--- config.mk ---
export PLATFORM = sky130hd
export DESIGN_NAME = pipeline_stall_controller_flat
export DESIGN_NICKNAME = d
export VERILOG_FILES = /design/src/rtl/stall_ctrl_pkg.sv /design/src/rtl/pipeline_stall_controller_if.sv /design/src/rtl/stall_perf_counter.sv /design/src/rtl/pipeline_stall_controller.sv /design/src/flat_wrapper.sv
export SDC_FILE = /design/constraint.sdc
export NUM_CORES = 1
export LEC_CHECK = 0
export ABC_CLOCK_PERIOD_IN_PS = 1910
export CORE_UTILIZATION = 56
export CTS_BUF_LIST = sky130_fd_sc_hd__clkbuf_2
export CTS_CLUSTER_SIZE = 20
export DETAILED_ROUTE_END_ITERATION = 6
export HOLD_SLACK_MARGIN = 0.06
export PLACE_DENSITY = 0.81
export SYNTH_ARGS = -nofsm -noshare
export SYNTH_HDL_FRONTEND = slang
export SYNTH_HIERARCHICAL = 1
export SYNTH_SLANG_ARGS = --single-unit
--- constraint.sdc ---
create_clock -name clk -period 1.91 [get_ports clk]
set_input_delay 0.191 -clock clk [delete_from_list [all_inputs] [get_ports clk]]
set_output_delay 0.191 -clock clk [all_outputs]
set_load 0.02 [all_outputs]
--- src/rtl/stall_ctrl_pkg.sv ---
// Shared types for the pipeline stall controller: FSM state encoding, EVAL decode and the
// stage-control output bundle.
package stall_ctrl_pkg;

  localparam int unsigned INIT_CNT_W  = 8;
  localparam int unsigned FLUSH_CNT_W = 8;
  localparam int unsigned STALL_CNT_W = 8;

  typedef enum logic [2:0] {
    S_INIT     = 3'd0,
    S_RUN      = 3'd1,
    S_STALL    = 3'd2,
    S_MEM_WAIT = 3'd3,
    S_FLUSH    = 3'd4
  } state_t;

  typedef enum logic [1:0] {
    EV_FREEZE,
    EV_BRANCH,
    EV_HAZARD,
    EV_NONE
  } eval_t;

  typedef struct packed {
    logic pc_en;
    logic if_id_en;
    logic if_id_flush;
    logic id_ex_flush;
    logic ex_mem_en;
    logic mem_wb_en;
  } ctrl_t;

  localparam ctrl_t CTRL_INIT   = '{1'b0, 1'b0, 1'b1, 1'b1, 1'b0, 1'b0};
  localparam ctrl_t CTRL_FREEZE = '{1'b0, 1'b0, 1'b0, 1'b0, 1'b0, 1'b0};
  localparam ctrl_t CTRL_BRANCH = '{1'b1, 1'b1, 1'b1, 1'b1, 1'b1, 1'b1};
  localparam ctrl_t CTRL_HAZARD = '{1'b0, 1'b0, 1'b0, 1'b1, 1'b1, 1'b1};
  localparam ctrl_t CTRL_RUN    = '{1'b1, 1'b1, 1'b0, 1'b0, 1'b1, 1'b1};
  localparam ctrl_t CTRL_FLUSH  = '{1'b1, 1'b1, 1'b1, 1'b0, 1'b1, 1'b1};

  // Priority: memory freeze, then taken branch, then hazard.
  function automatic eval_t eval_sel(input logic mem_busy, input logic branch_taken,
                                     input logic hazard_detected);
    eval_t ev;
    ev = EV_NONE;
    if (mem_busy)             ev = EV_FREEZE;
    else if (branch_taken)    ev = EV_BRANCH;
    else if (hazard_detected) ev = EV_HAZARD;
    return ev;
  endfunction

  function automatic ctrl_t eval_ctrl(input eval_t ev);
    ctrl_t c;
    c = CTRL_RUN;
    unique case (ev)
      EV_FREEZE: c = CTRL_FREEZE;
      EV_BRANCH: c = CTRL_BRANCH;
      EV_HAZARD: c = CTRL_HAZARD;
      EV_NONE:   c = CTRL_RUN;
    endcase
    return c;
  endfunction

endpackage

--- src/rtl/pipeline_stall_controller_if.sv ---
// Hazard/branch/memory status in and stage-register control out for the stall controller.
interface pipeline_stall_controller_if;

  logic hazard_detected;
  logic branch_taken;
  logic mem_busy;
  logic pc_en;
  logic if_id_en;
  logic if_id_flush;
  logic id_ex_flush;
  logic ex_mem_en;
  logic mem_wb_en;
  logic stall_timeout;

  // Pipeline side: reports status, consumes control.
  modport master (
    output hazard_detected, branch_taken, mem_busy,
    input  pc_en, if_id_en, if_id_flush, id_ex_flush, ex_mem_en, mem_wb_en, stall_timeout
  );

  // Controller side.
  modport slave (
    input  hazard_detected, branch_taken, mem_busy,
    output pc_en, if_id_en, if_id_flush, id_ex_flush, ex_mem_en, mem_wb_en, stall_timeout
  );

endinterface

--- src/rtl/stall_perf_counter.sv ---
// Saturating enable counter used for stall/flush performance statistics.
module stall_perf_counter #(
  parameter int unsigned Width = 32
) (
  input  logic             clk,
  input  logic             rst_n,
  input  logic             en,
  output logic [Width-1:0] count
);

  logic [Width-1:0] count_q;

  always_ff @(posedge clk or negedge rst_n) begin
    if (!rst_n) begin
      count_q <= '0;
    end else if (en && (count_q != {Width{1'b1}})) begin
      count_q <= count_q + 1'b1;
    end
  end

  assign count = count_q;

endmodule

--- src/rtl/pipeline_stall_controller.sv ---
// Pipeline-control sequencer for the 5-stage core: Mealy stage enables/flushes, stall watchdog.
// Define STALL_PERF_EN to add the stall_cycles/flush_cycles performance counters.
module pipeline_stall_controller
  import stall_ctrl_pkg::*;
#(
  parameter int unsigned INIT_CYCLES  = 4,
  parameter int unsigned FLUSH_CYCLES = 1,
  parameter int unsigned MAX_STALL    = 15
`ifdef STALL_PERF_EN
  ,
  parameter int unsigned CNT_W        = 32
`endif
) (
  input  logic                        clk,
  input  logic                        rst_n,
  pipeline_stall_controller_if.slave  ctrl
`ifdef STALL_PERF_EN
  ,
  output logic [CNT_W-1:0]            stall_cycles,
  output logic [CNT_W-1:0]            flush_cycles
`endif
);

  localparam logic [INIT_CNT_W-1:0]  InitLast  = INIT_CNT_W'(INIT_CYCLES - 1);
  localparam logic [FLUSH_CNT_W-1:0] FlushLast = FLUSH_CNT_W'(FLUSH_CYCLES - 1);
  localparam logic [STALL_CNT_W-1:0] StallMax  = STALL_CNT_W'(MAX_STALL);
  localparam logic                   FlushMulti = (FLUSH_CYCLES > 1);

  state_t                 state_q, state_d;
  logic [INIT_CNT_W-1:0]  init_cnt_q, init_cnt_d;
  logic [FLUSH_CNT_W-1:0] flush_cnt_q, flush_cnt_d;
  logic [STALL_CNT_W-1:0] stall_cnt_q, stall_cnt_d;
  logic                   stall_timeout_q, stall_timeout_d;
  logic                   timeout_set;
  eval_t                  ev;
  ctrl_t                  ctrl_s;

  assign ev = eval_sel(ctrl.mem_busy, ctrl.branch_taken, ctrl.hazard_detected);

  always_ff @(posedge clk or negedge rst_n) begin
    if (!rst_n) begin
      state_q         <= S_INIT;
      init_cnt_q      <= '0;
      flush_cnt_q     <= '0;
      stall_cnt_q     <= '0;
      stall_timeout_q <= 1'b0;
    end else begin
      state_q         <= state_d;
      init_cnt_q      <= init_cnt_d;
      flush_cnt_q     <= flush_cnt_d;
      stall_cnt_q     <= stall_cnt_d;
      stall_timeout_q <= stall_timeout_d;
    end
  end

  always_comb begin
    state_d     = state_q;
    init_cnt_d  = init_cnt_q;
    flush_cnt_d = flush_cnt_q;
    stall_cnt_d = '0;
    timeout_set = 1'b0;
    case (state_q)
      S_INIT: begin
        if (init_cnt_q >= InitLast) begin
          state_d = S_RUN;
        end else begin
          init_cnt_d = init_cnt_q + 1'b1;
        end
      end
      // In S_MEM_WAIT a busy memory decodes to EV_FREEZE, so the same EVAL covers waiting
      // and the exit cycle.
      S_RUN, S_STALL, S_MEM_WAIT: begin
        unique case (ev)
          EV_FREEZE: state_d = S_MEM_WAIT;
          EV_BRANCH: begin
            state_d     = FlushMulti ? S_FLUSH : S_RUN;
            flush_cnt_d = FLUSH_CNT_W'(1);
          end
          EV_HAZARD: begin
            state_d     = S_STALL;
            stall_cnt_d = (stall_cnt_q >= StallMax) ? StallMax : stall_cnt_q + 1'b1;
            timeout_set = (stall_cnt_d == StallMax);
          end
          EV_NONE:   state_d = S_RUN;
        endcase
      end
      S_FLUSH: begin
        if (ctrl.mem_busy) begin
          state_d = S_FLUSH;
        end else if (ctrl.branch_taken) begin
          state_d     = FlushMulti ? S_FLUSH : S_RUN;
          flush_cnt_d = FLUSH_CNT_W'(1);
        end else begin
          flush_cnt_d = flush_cnt_q + 1'b1;
          if (flush_cnt_q >= FlushLast) begin
            state_d = S_RUN;
          end
        end
      end
      default: state_d = S_INIT;
    endcase
    stall_timeout_d = stall_timeout_q | timeout_set;
  end

  always_comb begin
    ctrl_s = CTRL_INIT;
    if (rst_n) begin
      case (state_q)
        S_RUN, S_STALL, S_MEM_WAIT: ctrl_s = eval_ctrl(ev);
        S_FLUSH: begin
          if (ctrl.mem_busy)          ctrl_s = CTRL_FREEZE;
          else if (ctrl.branch_taken) ctrl_s = CTRL_BRANCH;
          else                        ctrl_s = CTRL_FLUSH;
        end
        default: ctrl_s = CTRL_INIT;
      endcase
    end
  end

  assign ctrl.pc_en         = ctrl_s.pc_en;
  assign ctrl.if_id_en      = ctrl_s.if_id_en;
  assign ctrl.if_id_flush   = ctrl_s.if_id_flush;
  assign ctrl.id_ex_flush   = ctrl_s.id_ex_flush;
  assign ctrl.ex_mem_en     = ctrl_s.ex_mem_en;
  assign ctrl.mem_wb_en     = ctrl_s.mem_wb_en;
  // Timeout is visible in the very cycle the stall count reaches its limit.
  assign ctrl.stall_timeout = stall_timeout_q | timeout_set;

`ifdef STALL_PERF_EN
  logic stall_en;
  logic flush_en;

  assign stall_en = !ctrl_s.pc_en &&
                    ((state_q == S_RUN) || (state_q == S_STALL) || (state_q == S_MEM_WAIT));
  assign flush_en = ctrl_s.if_id_flush && (state_q != S_INIT);

  stall_perf_counter #(
    .Width (CNT_W)
  ) u_stall_perf (
    .clk   (clk),
    .rst_n (rst_n),
    .en    (stall_en),
    .count (stall_cycles)
  );

  stall_perf_counter #(
    .Width (CNT_W)
  ) u_flush_perf (
    .clk   (clk),
    .rst_n (rst_n),
    .en    (flush_en),
    .count (flush_cycles)
  );
`endif

endmodule

--- src/flat_wrapper.sv ---
// flat-port wrapper written by rule: the top's interface ports become plain ports
module pipeline_stall_controller_flat import stall_ctrl_pkg::*;
#(
  parameter int unsigned INIT_CYCLES  = 4,
  parameter int unsigned FLUSH_CYCLES = 1,
  parameter int unsigned MAX_STALL    = 15

)
  (clk, rst_n, ctrl_hazard_detected, ctrl_branch_taken, ctrl_mem_busy, ctrl_pc_en, ctrl_if_id_en, ctrl_if_id_flush, ctrl_id_ex_flush, ctrl_ex_mem_en, ctrl_mem_wb_en, ctrl_stall_timeout);
  pipeline_stall_controller_if ctrl_i ();
  input  logic clk;
  input  logic rst_n;
  input wire logic [$bits(ctrl_i.hazard_detected)-1:0] ctrl_hazard_detected;
  input wire logic [$bits(ctrl_i.branch_taken)-1:0] ctrl_branch_taken;
  input wire logic [$bits(ctrl_i.mem_busy)-1:0] ctrl_mem_busy;
  output wire logic [$bits(ctrl_i.pc_en)-1:0] ctrl_pc_en;
  output wire logic [$bits(ctrl_i.if_id_en)-1:0] ctrl_if_id_en;
  output wire logic [$bits(ctrl_i.if_id_flush)-1:0] ctrl_if_id_flush;
  output wire logic [$bits(ctrl_i.id_ex_flush)-1:0] ctrl_id_ex_flush;
  output wire logic [$bits(ctrl_i.ex_mem_en)-1:0] ctrl_ex_mem_en;
  output wire logic [$bits(ctrl_i.mem_wb_en)-1:0] ctrl_mem_wb_en;
  output wire logic [$bits(ctrl_i.stall_timeout)-1:0] ctrl_stall_timeout;
  assign ctrl_i.hazard_detected = ctrl_hazard_detected;
  assign ctrl_i.branch_taken = ctrl_branch_taken;
  assign ctrl_i.mem_busy = ctrl_mem_busy;
  assign ctrl_pc_en = ctrl_i.pc_en;
  assign ctrl_if_id_en = ctrl_i.if_id_en;
  assign ctrl_if_id_flush = ctrl_i.if_id_flush;
  assign ctrl_id_ex_flush = ctrl_i.id_ex_flush;
  assign ctrl_ex_mem_en = ctrl_i.ex_mem_en;
  assign ctrl_mem_wb_en = ctrl_i.mem_wb_en;
  assign ctrl_stall_timeout = ctrl_i.stall_timeout;
  pipeline_stall_controller #(.INIT_CYCLES(INIT_CYCLES), .FLUSH_CYCLES(FLUSH_CYCLES), .MAX_STALL(MAX_STALL)) u_core (.clk(clk), .rst_n(rst_n), .ctrl(ctrl_i));
endmodule
== Yosys cells after proc, flatten, opt, wreduce, memory -nomap -nowiden ==
Cells that the tools add are included.

* Mux-type cells: 23
* Bitwise operators: 2
* Add/subtract/negate cells: 3
* Order comparisons: 3
* Equal/unequal tests: 12
* Reductions and logical operators: 8

{| class="wikitable"
|+ Operator list
! operator !! count
|-
| 8-bit 2-to-1 mux || 6
|-
| 8-bit by 1-bit adder with 8-bit output (second input constant) || 3
|-
| 6-bit case mux with 4 select lines || 1
|-
| 3-bit case mux with 3 select lines || 2
|-
| 8-bit case mux with 2 select lines || 1
|-
| 3-bit 2-to-1 mux || 5
|-
| 6-bit 2-to-1 mux || 2
|-
| 6-bit case mux with 2 select lines || 1
|-
| 8-bit by 4-bit equality test with 1-bit output (second input constant) || 1
|-
| 8-bit by 1-bit >= comparator with 1-bit output (second input constant) || 1
|-
| 8-bit by 2-bit >= comparator with 1-bit output (second input constant) || 1
|-
| 8-bit by 4-bit >= comparator with 1-bit output (second input constant) || 1
|-
| 3-bit by 2-bit equality test with 1-bit output (second input constant) || 2
|-
| 2-bit equality test (second input constant) || 2
|-
| 2-bit 2-to-1 mux || 2
|-
| 2-bit by 1-bit != test with 1-bit output (second input constant) || 2
|-
| 4-bit by 3-bit != test with 1-bit output (second input constant) || 1
|-
| 2-bit AND reduction || 2
|-
| 3-bit by 1-bit equality test with 1-bit output (second input constant) || 1
|-
| 3-bit equality test (second input constant) || 1
|-
| 3-bit zero test || 1
|-
| 1-bit 2-to-1 mux || 3
|-
| 3-bit AND reduction || 1
|-
| 3-bit OR reduction || 1
|-
| other kinds (7) || 7
|}

* Input bits: 5
* Bits in registers: 28
* Output and inout port bits: 7
* Word-level logic and storage cells: 56

== Longest topological paths before layout ==
Gate-level depths: netlist of run 1.

* Depth in word-level cells: 7
* Depth in mapped cells: 7

== Worst setup path after synthesis of run 1 ==
OpenSTA, ideal clock, no wires.

* Path kind: register -> output
* Start point: register u_core.stall_cnt_q[0]
* End point: output ctrl_stall_timeout
* Required time: 1.719 ns
* Path buffers: 0
* Arrival: 1.455 ns
* Path slack: 0.264 ns
* Cell stages (with the launch flop): 6
* Path through: dfrtp_1 ha_1 nor2b_1 maj3_1 a21oi_1 o21bai_1

* Word-level cells in the longest chain between the ends: 6
* Elaborated cells on any way between the ends: 7
* Those cells by class: add/sub: 1; order compare: 1; eq/ne: 1; mux: 3; bitwise: 1

{| class="wikitable"
|+ RTL lines
! item !! line !! source
|-
| start, declared || pipeline_stall_controller.sv:32 || <nowiki>logic [STALL_CNT_W-1:0] stall_cnt_q, stall_cnt_d;</nowiki>
|-
| start signal, assigned || pipeline_stall_controller.sv:51 || <nowiki>stall_cnt_q <= stall_cnt_d;</nowiki>
|-
| 8-bit by 1-bit adder with 8-bit output or 8-bit by 4-bit >= comparator with 1-bit output (tied branches) || pipeline_stall_controller.sv:81 || <nowiki>stall_cnt_d = (stall_cnt_q >= StallMax) ? StallMax : stall_cnt_q + 1'b1;</nowiki>
|-
| 8-bit 2-to-1 mux (*) || pipeline_stall_controller.sv:81 ||
|-
| 8-bit by 4-bit equality test with 1-bit output (*) || pipeline_stall_controller.sv:82 || <nowiki>timeout_set = (stall_cnt_d == StallMax);</nowiki>
|-
| 1-bit 2-to-1 mux (*) || pipeline_stall_controller.sv:73 || <nowiki>unique case (ev)</nowiki>
|-
| 1-bit 2-to-1 mux (*) || pipeline_stall_controller.sv:62 || <nowiki>case (state_q)</nowiki>
|-
| 1-bit bitwise OR (*) || pipeline_stall_controller.sv:127 || <nowiki>assign ctrl.stall_timeout = stall_timeout_q | timeout_set;</nowiki>
|-
| end, declared || flat_wrapper.sv:22 || <nowiki>output wire logic [$bits(ctrl_i.stall_timeout)-1:0] ctrl_stall_timeout;</nowiki>
|}

Mark *: on every way between the ends. The rest lies on a longest branch, timed or not.

== Final worst setup path of run 1 ==
* Start point: register u_core.stall_cnt_q[1]
* End point: output ctrl_stall_timeout

The elaborated chain is that of the path after synthesis.

==> key figures, run 1 <==
Status
  • Status: finished, violations left
  • Failing checks: setup timing

Placed design
  • Final GP Congestion: 0.836
  • Buffers added on ports: 11
  • Dpl ws: -0.420 ns
  • Post-DP HPWL: 1220 um

STA
  • RSZ-0062 raised after global routing: yes
  • Sum Neg Setup Slack: -0.213 ns
  • Fmax achieved: 0.471 GHz
  • Slack of the critical path: -0.213 ns
  • Skew final: 0.0149 ns
  • Final setup viols: 1
  • Final Hold Fails: 0
  • Max Slew Vio Count: 0
  • Final period utilization: 111%
  • Min cycle time layout: 2.12 ns

Synthesis
  • Register area share after synthesis: 53.1%
  • Post-synthesis compound-gate area fraction: between 10% and 20%
  • Mapped Cells: 82
  • Seq cells post-synth: 20
  • Warnings, synthesis: 6
  • Mux share of post-synthesis cell area: under 10%
  • Adder-cell area share of the yosys netlist: 7.70%
  • Post-synthesis simple-gate area fraction: about 17%
  • Synth cell types: 33
  • Average cell area after synthesis: 11.5 sq um
  • Post-synthesis xor/xnor area fraction: 0.930%
  • Main combinational cell family by area after synthesis: simple AND/OR/NAND/NOR gates
  • Mapped Area: 942 sq um

Run
  • Max Cap Viol: 0

Drt
  • Met3 WL post-DR: 67 um
  • Vias: 660
  • Routed vias/inst: 5.28
  • Drt total wl: 1800 um
  • Final ANT Viol Nets: 0
  • DRT met1 WL: 823 um
  • Highest Signal Layer: met4
  • Initial DRC Count: 14
  • Router iterations before antenna repair: 4
  • DR WL/cell: between 10 and 15 um
  • Drc violations: 0
  • Routed wl met2: 868 um

Die
  • Die width: 43.0 um
  • Core Rows: 14
  • Core box area: 1540 sq um
  • Die ar.: roughly 1900 sq um
  • Die Ht: 43.0 um
  • Starting Density: roughly 61%
  • IO Count: 12

Worst setup path
  • Crit-path max FO: 2
  • CP cell instances: ha_1 > nor2b_4 > maj3_2 > a21oi_2 > o21bai_1 > buf_4
  • Worst path max stage delay: 0.43 ns
  • Worst path slowest cell: dfrtp_1
  • WP data arrival: 1.93 ns
  • Worst Path Required: 1.72 ns
  • CP delay by family, top: adder cells
  • Buf/Inv on CP: 1
  • CP endpoint kind: primary output
  • Reg2Reg Setup Slack: 0.25 ns
  • Startpoint Class: flop
  • Worst setup path category: flop to primary output

Cells and area
  • Synthesis-to-finish area growth: 28.8%
  • Nets: 120
  • Share of cells above drive strength 1: between 30% and 40%
  • Antenna diodes: 0

Global route
  • Global-route wire length before repair: 2760 um
  • Largest net degree at the start of global routing: 13
  • Gr usage total: a little over a fifth
  • Global route total overflow: 0
  • Vias in the first global route: between 600 and 700
  • Initial antenna violation count: 0

Pwr
  • Static Leak: 0.000602 uW
  • Tot Pwr: 1020 uW
  • Cell Pwr Density: approximately 840 nW/um^2
  • VDD IR-drop max: roughly 0.00064 V

Clock network
  • # H-tree levels: 1
  • Clock Tree Root: clkbuf_2
  • Num CTS Buffers: 3
  • Clk_lat worst skew: 0.33 ns
  • Clock Sinks: 20
  • Clock transition at the registers of the reported paths: roughly 0.20 ns
  • CTS Buffer Depth: 2
  • TritonCTS clock tree: built

Min path
  • Hold Crit Class: primary input to asynchronous set/reset pin
cells by family after synthesis:
| kind of cell | Yosys count |
|---|---|
| compound gates | 15 |
| mux | 2 |
| buf+inv | 14 |
| flops | 20 |
| other cells | 1 |
| xor+xnor | 1 |
| simple gates | 23 |
| fa+ha+maj | 6 |
sequential cells by signal, indices dropped and copies added (netlist names):
register / flops
u_core/stall_timeout_q: 1
u_core/init_cnt_q: 8
u_core/stall_cnt_q: 8
u_core/state_q: 3
report_power, final:
part | switching, uW | total [uW] | internal, uW
logic | 99.9 | 209 | 109
registers | 31.0 | 491 | 460
clock network | 135 | 316 | 181
what timing repair did:
action | CTS | global route
cloned | 0 | 1
setup endpoints to repair | 7 | 7
setup buffers | 0 | 3
hold buffers | 0 | 0
pin swaps | 2 | 7
gates resized for setup | 23 | 10
area by class of cell:
type	count	area [sq um]
clock buffer	3	15.0
fill	95	328
sequential	20	500
multi-input combinational	52	419
clock inverter	1	30.0
tap	16	20.0
inverter	5	18.8
timing repair buffer	28	210
cells in the final DEF (no fill, tap or decap), drive strengths merged, types with 4 or more instances in the layout:
cell and count:
inv 5, a21oi 8, ha 5, conb 4
nor2 4, dfrtp 20, clkbuf 5, buf 21
cell usage after synthesis, drive strengths merged:
master	n	area share, %
a21oi	8	4.2
a31oi	1	2.3
and3	1	0.66
buf	3	2.8
clkbuf	6	2.4
conb	1	0.40
dfrtp	20	53
ha	5	6.6
inv	5	2.0
maj3	1	1.1
mux2	1	1.6
mux2i	1	1.1
nand2	2	0.80
nand2b	1	0.66
nand3	2	1.6
nand3b	2	1.6
nor2	3	2.0
nor2b	3	2.0
nor3	3	1.6
nor4	3	3.6
nor4b	1	0.93
o21a	2	1.6
o21ai	2	1.1
o21bai	1	0.80
o31ai	1	0.80
or2	1	0.66
or4	1	1.2
xnor2	1	0.93
per-stage QoR:
step	area (sq um)	utilization [%]	hold slack, ns	std cells
after floorplan	953	-	-0.105	85
after global placement	1140	73.9	0.365	117
after detailed placement	1140	73.9	0.368	117
after CTS	1170	76.1	0.302	121
after global routing	1210	78.7	0.306	125
final	1210	78.7	0.321	125
worst register-to-register path, cell delays in order, from the launching register on:
cell      delay, ns
dfrtp_1        0.43
ha_1           0.32
nor2b_4        0.13
maj3_2         0.30
a21oi_2        0.14
o21bai_1       0.11
buf_4          0.14
per-layer routing:
metal  global-route usage (%)  vias up
met5                        0        -
met4                     10.9        0
met3                     6.38        4
met2                     33.6       14
met1                     26.5      315
li1                         -      327
worst paths after layout:
kind                                            start                     end  depth (start not counted)
worst min-delay path                            rst_n       u_core/state_q[1]                          2
worst min register to register   u_core/init_cnt_q[5]    u_core/init_cnt_q[5]                          0
min in group clk                    ctrl_branch_taken       u_core/state_q[1]                          5
worst max register to register  u_core/stall_cnt_q[1]  u_core/stall_timeout_q                          6
max in group asynchronous                       rst_n    u_core/init_cnt_q[2]                          2
worst max-delay path            u_core/stall_cnt_q[1]      ctrl_stall_timeout                          6
Power figures use the tool's default switching activity.
==> run 2: changes to the inputs <==
Settings changed: ABC_CLOCK_PERIOD_IN_PS 1910 to 2600, CORE_UTILIZATION 56 to 60, HOLD_SLACK_MARGIN 0.06 to unset, PLACE_DENSITY 0.81 to 0.86.
Clock period 1.91 ns to 2.6 ns, I/O delays scaled along.
==> key figures, run 2 (synthesized netlist as in run 1, its figures left out) <==
Cells and area
  • Antenna diodes: 0 (unchanged)
  • Nets: 105 (was 120)
  • Share of cells above drive strength 1: 14.9% (was 37.6%)
  • Commonest non-fill, non-tap cells in the layout: dfrtp_1 (20), a21oi_1 (8), clkdlybuf4s50_1 (7), inv_1 (5), ha_1 (5) (was dfrtp_1 (20), buf_4 (18), a21oi_1 (6))
  • Commonest non-fill, non-tap cell in the layout: dfrtp_1 (unchanged)
  • Post-route cell area: 1090 sq um (was 1210 sq um)
  • Synthesis-to-finish area growth: 15.4% (was 28.8%)
  • Largest registers: u_core/init_cnt_q: 8 flops, u_core/stall_cnt_q: 8 flops, u_core/state_q: 3 flops (unchanged)

Clock network
  • Clock Sinks: 20 (unchanged)
  • Clk_lat worst skew: 0.29 ns (was 0.33 ns)
  • Total setup buffers inserted after CTS: 0 (unchanged)
  • # H-tree levels: 1 (unchanged)
  • TritonCTS clock tree: built (unchanged)
  • Num CTS Buffers: 3 (unchanged)
  • Clock transition at the registers of the reported paths: 0.17 ns (was 0.20 ns)
  • Clock Tree Root: clkbuf_2 (unchanged)
  • CTS Buffer Depth: 2 (unchanged)

Drt
  • DR WL/cell: 15.0 um (was 14.4 um)
  • Final ANT Viol Nets: 0 (unchanged)
  • Met3 WL post-DR: 43 um (was 67 um)
  • DRT met1 WL: 732 um (was 823 um)
  • Router iterations before antenna repair: 4 (unchanged)
  • Drc violations: 0 (unchanged)
  • Highest Signal Layer: met4 (unchanged)
  • Routed vias/inst: 5.58 (was 5.28)
  • Drt total wl: 1640 um (was 1800 um)
  • Initial DRC Count: 19 (was 14)
  • Vias: 608 (was 660)
  • Routed wl met2: 833 um (was 868 um)

Global route
  • Gr usage total: 21.0% (was 21.3%)
  • Global-route wire length before repair: 2750 um (was 2760 um)
  • Global route total overflow: 0 (unchanged)
  • Initial antenna violation count: 0 (unchanged)
  • Vias in the first global route: 637 (was 613)
  • Largest net degree at the start of global routing: 17 (was 13)

STA
  • Slack of the critical path: 0.222 ns (was -0.213 ns)
  • Hold WS: 0.213 ns (was 0.321 ns)
  • Final setup viols: 0 (was 1)
  • Max Slew Vio Count: 0 (unchanged)
  • Final Hold Fails: 0 (unchanged)
  • Min cycle time layout: between 2 and 2.5 ns
  • Sum Neg Setup Slack: 0 ns (was -0.213 ns)
  • RSZ-0062 raised after global routing: no (was yes)
  • Fmax achieved: approximately 0.42 GHz
  • Final period utilization: slightly above 90%
  • Skew final: 0.0114 ns (was 0.0149 ns)

Min path
  • Hold Crit Class: primary input to asynchronous set/reset pin (unchanged)

Pwr
  • Tot Pwr: 617 uW (was 1020 uW)
  • Static Leak: 0.000529 uW (was 0.000602 uW)
  • Clock power share: 18.9% (was 31.1%)
  • Cell internal pwr: 443 uW (was 750 uW)
  • Psw: 174 uW (was 266 uW)
  • Gate power share: 22.6% (was 20.6%)
  • Sequential power share: 58.5% (was 48.3%)
  • Cell Pwr Density: 568 nW/um^2 (was 837 nW/um^2)
  • Switch share: 28.2% (was 26.2%)
  • VDD IR-drop max: 0.000461 V (was 0.000641 V)

Die
  • Core box area: 1380 sq um (was 1540 sq um)
  • Starting Density: 68.1% (was 61.1%)
  • Die ar.: 1730 sq um (was 1850 sq um)
  • Die Ht: 41.6 um (was 43.0 um)
  • Core Rows: 13 (was 14)
  • IO Count: 12 (unchanged)
  • Die width: 41.6 um (was 43.0 um)

Placed design
  • Placed cell area: 1060 sq um (was 1140 sq um)
  • Final GP Congestion: 0.777 (was 0.836)
  • Buffers added on ports: 11 (unchanged)
  • Dpl ws: 0.0486 ns (was -0.420 ns)
  • Post-DP HPWL: 1270 um (was 1220 um)

Worst setup path
  • Startpoint Class: flop (unchanged)
  • CP delay by family, top: adder cells (unchanged)
  • Worst path max stage delay: 0.45 ns (was 0.43 ns)
  • Worst setup path category: flop to primary output (unchanged)
  • CP endpoint kind: primary output (unchanged)
  • WP data arrival: 2.12 ns (was 1.93 ns)
  • Crit-path max FO: 4 (was 2)
  • Worst path slowest cell: dfrtp_1 (unchanged)
  • Buf/Inv on CP: 1 (unchanged)
  • CP cell instances: ha_1 > nor2b_1 > maj3_1 > a21oi_1 > o21bai_1 > dlygate4sd2_1 (was ha_1 > nor2b_4 > maj3_2 > a21oi_2 > o21bai_1 > buf_4)
  • Worst Path Required: 2.34 ns (was 1.72 ns)

Run
  • Max Cap Viol: 0 (unchanged)

Status
  • Status: finished, final reports clean (was finished, violations left)
[run 2: changes by cell type in the layout (fill, tap and decap cells not counted), sizes merged, moves of 2 or more]
cell,previous run,this run
clkbuf,5,3
buf,21,3
dlymetal6s2s,1,3
clkdlybuf4s50,2,7
[run 2: power groups by stage]
stage | combinational, uW | sequential, uW | clock (uW)
floorplan | 94.3 | 361 | 0
global placement | 132 | 363 | 0
detailed placement | 142 | 366 | 0
CTS | 142 | 360 | 122
global route | 152 | 364 | 136
finish | 140 | 361 | 117
[run 2: layer usage]
metal	global-route usage [%]	vias to the layer above
li1	-	296
met2	34.1	16
met3	3.91	4
met4	5.81	0
met5	0	-
met1	29.2	292
[run 2: through the flow]
stage | cells | util (%)
floorplan | 85 | -
global placement | 105 | 76.4
detailed placement | 105 | 76.4
CTS | 109 | 77.6
global route | 109 | 78.6
finish | 109 | 78.6
[run 2: final timing paths]
kind / from / to / slack, ns / cells past startpoint
worst max-delay path: u_core/stall_cnt_q[0] / ctrl_stall_timeout / 0.22 / 6
worst min-delay path: rst_n / u_core/init_cnt_q[1] / 0.21 / 1
worst max register to register: u_core/stall_cnt_q[0] / u_core/stall_timeout_q / 0.99 / 5
worst min register to register: u_core/init_cnt_q[2] / u_core/init_cnt_q[2] / 0.40 / 0
max in group asynchronous: rst_n / u_core/init_cnt_q[5] / 1.85 / 2
min in group clk: u_core/init_cnt_q[2] / u_core/init_cnt_q[2] / 0.40 / 0
[run 2: cell type report]
class / instances / area (sq um)
Timing Repair Buffer: 14 / 139
Clock buffer: 3 / 15.0
Multi-Input combinational cell: 51 / 392
Inverter: 5 / 18.8
Fill cell: 95 / 295
Tap cell: 15 / 18.8
Sequential cell: 20 / 500
Clock inverter: 1 / 3.75
[run 2: what timing repair did]
action,in CTS,in global routing
pin swaps,0,0
setup endpoints to repair,1,5
hold buffers,0,0
cloned,0,0
resized for setup,1,4
